**src/rtl/wb_fifo64_pkg.sv**
```systemverilog
// Shared widths and types for the four-entry 64-bit result FIFO.
package wb_fifo64_pkg;
   localparam int DATA_W  = 64;
   localparam int DEPTH   = 4;
   localparam int PTR_W   = 2;
   localparam int CNT_W   = 3;
   localparam int TOTAL_W = 16;

   typedef logic [DATA_W-1:0]  word_t;
   typedef logic [PTR_W-1:0]   ptr_t;
   typedef logic [CNT_W-1:0]   cnt_t;
   typedef logic [TOTAL_W-1:0] total_t;

   localparam cnt_t CNT_FULL = cnt_t'(DEPTH);
endpackage

```
**src/rtl/wb_fifo64_mem.sv**
```systemverilog
// 4x64 storage: one synchronous write port, one asynchronous read port, no reset.
module wb_fifo64_mem
   import wb_fifo64_pkg::*;
(
   input  logic  clk,
   input  logic  we_i,
   input  ptr_t  waddr_i,
   input  word_t wdata_i,
   input  ptr_t  raddr_i,
   output word_t rdata_o
);

   word_t mem_q [DEPTH];

   always_ff @(posedge clk) begin
      if (we_i) begin
         mem_q[waddr_i] <= wdata_i;
      end
   end

   // Read is unregistered so the pop edge can load the downstream register directly.
   assign rdata_o = mem_q[raddr_i];

endmodule

```
**src/rtl/wb_fifo64.sv**
```systemverilog
// Four-deep FIFO between an upstream result stage and a downstream 64-bit register.
module wb_fifo64
   import wb_fifo64_pkg::*;
(
   input  logic              clk,
   input  logic              reset,
   input  logic              in_valid,
   input  logic [DATA_W-1:0] in_data,
   output logic              in_ready,
   input  logic              drain_en,
   input  logic              flush,
   output logic              reg_we,
   output logic [DATA_W-1:0] reg_d,
   output logic [CNT_W-1:0]  count,
   output logic [TOTAL_W-1:0] wr_total
);

   ptr_t   wr_ptr_q, rd_ptr_q;
   cnt_t   count_q;
   logic   reg_we_q;
   word_t  reg_d_q;
   total_t wr_total_q;
   word_t  rd_data;
   logic   push, pop;

   assign in_ready = (count_q != CNT_FULL);
   // Pop only sees words already counted, so a word pushed this edge cannot leave until the next.
   assign push     = in_valid && in_ready && !flush;
   assign pop      = drain_en && (count_q != '0) && !flush;

   wb_fifo64_mem u_mem (
      .clk     (clk),
      .we_i    (push),
      .waddr_i (wr_ptr_q),
      .wdata_i (in_data),
      .raddr_i (rd_ptr_q),
      .rdata_o (rd_data)
   );

   always_ff @(posedge clk or negedge reset) begin
      if (!reset) begin
         wr_ptr_q   <= '0;
         rd_ptr_q   <= '0;
         count_q    <= '0;
         reg_we_q   <= 1'b0;
         reg_d_q    <= '0;
         wr_total_q <= '0;
      end else if (flush) begin
         wr_ptr_q <= '0;
         rd_ptr_q <= '0;
         count_q  <= '0;
         reg_we_q <= 1'b0;
      end else begin
         reg_we_q <= pop;
         if (push) begin
            wr_ptr_q <= wr_ptr_q + ptr_t'(1);
         end
         if (pop) begin
            rd_ptr_q   <= rd_ptr_q + ptr_t'(1);
            reg_d_q    <= rd_data;
            wr_total_q <= wr_total_q + total_t'(1);
         end
         case ({push, pop})
            2'b10:   count_q <= count_q + cnt_t'(1);
            2'b01:   count_q <= count_q - cnt_t'(1);
            default: count_q <= count_q;
         endcase
      end
   end

   assign reg_we   = reg_we_q;
   assign reg_d    = reg_d_q;
   assign count    = count_q;
   assign wr_total = wr_total_q;

endmodule

```
**config.mk**
```make
export PLATFORM = sky130hd
export DESIGN_NAME = wb_fifo64
export DESIGN_NICKNAME = d
export VERILOG_FILES = /design/src/rtl/wb_fifo64_pkg.sv /design/src/rtl/wb_fifo64_mem.sv /design/src/rtl/wb_fifo64.sv
export SDC_FILE = /design/constraint.sdc
export NUM_CORES = 1
export LEC_CHECK = 0
export ABC_CLOCK_PERIOD_IN_PS = 8850
export CORE_MARGIN = 2
export CORE_UTILIZATION = 60
export DETAILED_ROUTE_END_ITERATION = 12
export DONT_BUFFER_PORTS = 1
export PLACE_DENSITY_LB_ADDON = 0.1
export SETUP_SLACK_MARGIN = 0.05
export SLEW_MARGIN = 0
export SYNTH_ARGS = -nofsm -noshare
export SYNTH_HDL_FRONTEND = slang
export SYNTH_HIERARCHICAL = 1
export SYNTH_SLANG_ARGS = --single-unit
```
**constraint.sdc**
```tcl
create_clock -name clk -period 8.85 [get_ports clk]
set_input_delay 1.77 -clock clk [delete_from_list [all_inputs] [get_ports clk]]
set_output_delay 1.77 -clock clk [all_outputs]
set_load 0.1 [all_outputs]
```
==> metrics.csv <==
metric;value;unit
status;finished clean;
GR Util All Layers;20.0;%
post-route clock period utilization;51.7;%
H-tree depth;2;
HP Start;wr_ptr_q[1];
Crit Path Class;flop to flop;
WP data arrival;4690;ps
CP endpoint kind;flop;
drt drc;0;
pin count of the biggest net entering global routing;89;
hold buffers post-CTS;0;
final instance area;0.0143;mm²
largest family of logic cells by synthesized area;multiplexers;
Die X;150;µm
WL final;21800;µm
CTS resizes;0;
Synth Area per Inst;22.4;µm²
fin. max-slew vios;0;
clock skew;18.0;ps
Cells after Synth;575;
synth warn;6;
cts bufs inserted;35;
top cells by count, synth;edfxtp_1, dfrtp_1, mux4_2, mux2_2;
CP peak stage delay;1140;ps
Die Span Y;150;µm
vias per cell;6.13;
PnR worst setup slack;4280;ps
port buffer count;0;
clock root buffer;clkbuf_16;
Detail Route Antenna Nets;0;
most numerous cell in the Yosys netlist;edfxtp_1;
first-iteration detailed-routing DRC count;284;
Max Clock Freq;0.219;GHz
gr ovfl total;0;
DP HPWL;12000;µm
Slowest cell on crit path;dfrtp_1;
filler cell count;1288;
simple-gate share of the synthesized area;2.31;%
final setup vio count;0;
RSZ-0062 raised after global routing;no;
gpl congestion;0.754;
pre-CTS setup slack;4280;ps
CTS tree;done;
Rows;53;
Mapped Area;0.0129;mm²
ys flop type;edfxtp_1;
vias in the first global route;5976;
router iterations before antenna repair;6;
area grow syn2layout;11.1;%
synth top area cells;edfxtp_1, dfrtp_1, mux4_2;
Setup Fix Bufs, Post-CTS;0;
Post-synth ARST share;25.6;%
Clock Tree Buf Depth;3;
total number of vias;5485;
Reg2Reg Launch Point;count[0];
clk_lat worst skew;500;ps
# IOs;154;
routed length per instance;24.4;µm
crit start category;flop;
Hold EP;wr_ptr_q[1];
initial antenna violation count;0;
crit path max fanout;54;
xor-xnor portion of the synthesized cell area;1.36;%
post-synthesis compound-gate area fraction;0.447;%
Worst Hold Depth;2;
library cells used by synthesis;41;
worst-case hold slack;645;ps
Critical path buffers and inverters;1;
CP required;8970;ps
Worst R2R Setup Slack;4280;ps
final hold vios;0;
cell taking the most area after synthesis;edfxtp_1;
setup TNS;0;ps
Seq/Total Area, Yosys;76.8;%
Relative slew margins;20.5;%
placed cell area;0.0131;mm²
Tmin final;4570;ps
R2R depth;5;
synthesized net count;646;
multiplexer share of the synthesized area;17.2;%
initial core utilization;61.3;%
hold crit path type;flop to flop;
Die Area;0.0226;mm²
Post-synth EDFFs;256;
share of post-route cells with drive strength above 1;30.0;%
adder-cell share of the synthesized area;0.253;%
Core Region;0.0210;mm²
reg2reg end;u_mem/mem_q[0][48];
CTS clk-pin slew, worst paths;60;ps
Yosys reg bits;344;
slew at the pin closest to its max-slew limit;1190;ps
clk sink count;344;
Antenna Diode Count;0;
Final #Nets;666;
CP top delay family;simple AND/OR/NAND/NOR gates;
first-pass GRT wire length;33400;µm
Max Cap Violations;0;
cells along the critical path;or3b_1 > nand2_2 > nor2_1 > nor3b_2 > buf_4;
Yosys top cell area share;59.7;%
[worst register-to-register path, stage by stage (launching register included)]
cell     delay, ps
dfrtp_1       1140
or3b_1         890
nand2_2        210
nor2_1         260
nor3b_2        840
buf_4          790
[kinds of logic after synthesis]
logic type | count (synthesis)
compound gates | 7
fa+ha+maj | 2
flops | 344
mux | 131
xor+xnor | 20
simple gates | 49
buf+inv | 22
[worst max-delay path by stage]
stage	cells past startpoint	slack, ps	startpoint	to
after global placement	5	4360	count[0]	u_mem/mem_q[0][43]
after floorplan	4	1260	count[0]	u_mem/mem_q[0][0]
after global routing	5	4020	count[0]	u_mem/mem_q[0][48]
after detailed placement	5	4280	count[1]	u_mem/mem_q[0][43]
final	5	4280	count[0]	u_mem/mem_q[0][48]
after CTS	5	4240	count[0]	u_mem/mem_q[0][48]
[metrics by stage]
step / utilization (%) / cells
2_1_floorplan: - / 575
3_3_place_gp: 62.2 / 833
3_5_place_dp: 62.2 / 833
4_1_cts: 68.1 / 895
5_1_grt: 68.1 / 895
6_report: 68.1 / 895
[flip-flops by register name (all words and copies together) (netlist names)]
signal,cells
reg_we,1
rd_ptr_q,2
reg_d,64
u_mem/mem_q,256
wr_total,16
count,3
wr_ptr_q,2
[cell usage in the layout (no fill, tap or decap), types with 4 or more instances in the layout]
master       n
nor2_1       7
xor2_1       9
and4_1       4
mux4_2      60
buf_4        5
xnor2_1     11
clkbuf_1     6
nand3_1      7
bufinv_16    6
mux2_1      11
dfrtp_1     86
mux2_2      55
edfxtp_1   256
nand2_1      8
mux4_1       4
clkbuf_16   37
[routing by layer]
metal / vias to the layer above / global-route usage, % / routed length (µm)
li1: 2355 / - / -
met4: 0 / 6.70 / 528
met5: - / 0 / 0
met2: 176 / 33.1 / 11100
met1: 2913 / 25.3 / 8450
met3: 41 / 6.52 / 1790
[area by class of cell]
type / count / area (µm²) / area share [%]
well taps: 275 / 344 / 2.41
multi-input cells: 209 / 2800 / 19.5
flip-flops and latches: 344 / 9900 / 69.2
repair buffers: 5 / 37.5 / 0.262
clock inverters: 16 / 243 / 1.70
clock buffers: 46 / 990 / 6.92
Power is left out: the tool's default activity adds up to more than one toggle a clock period on the data nets, which glitch-free logic cannot reach.
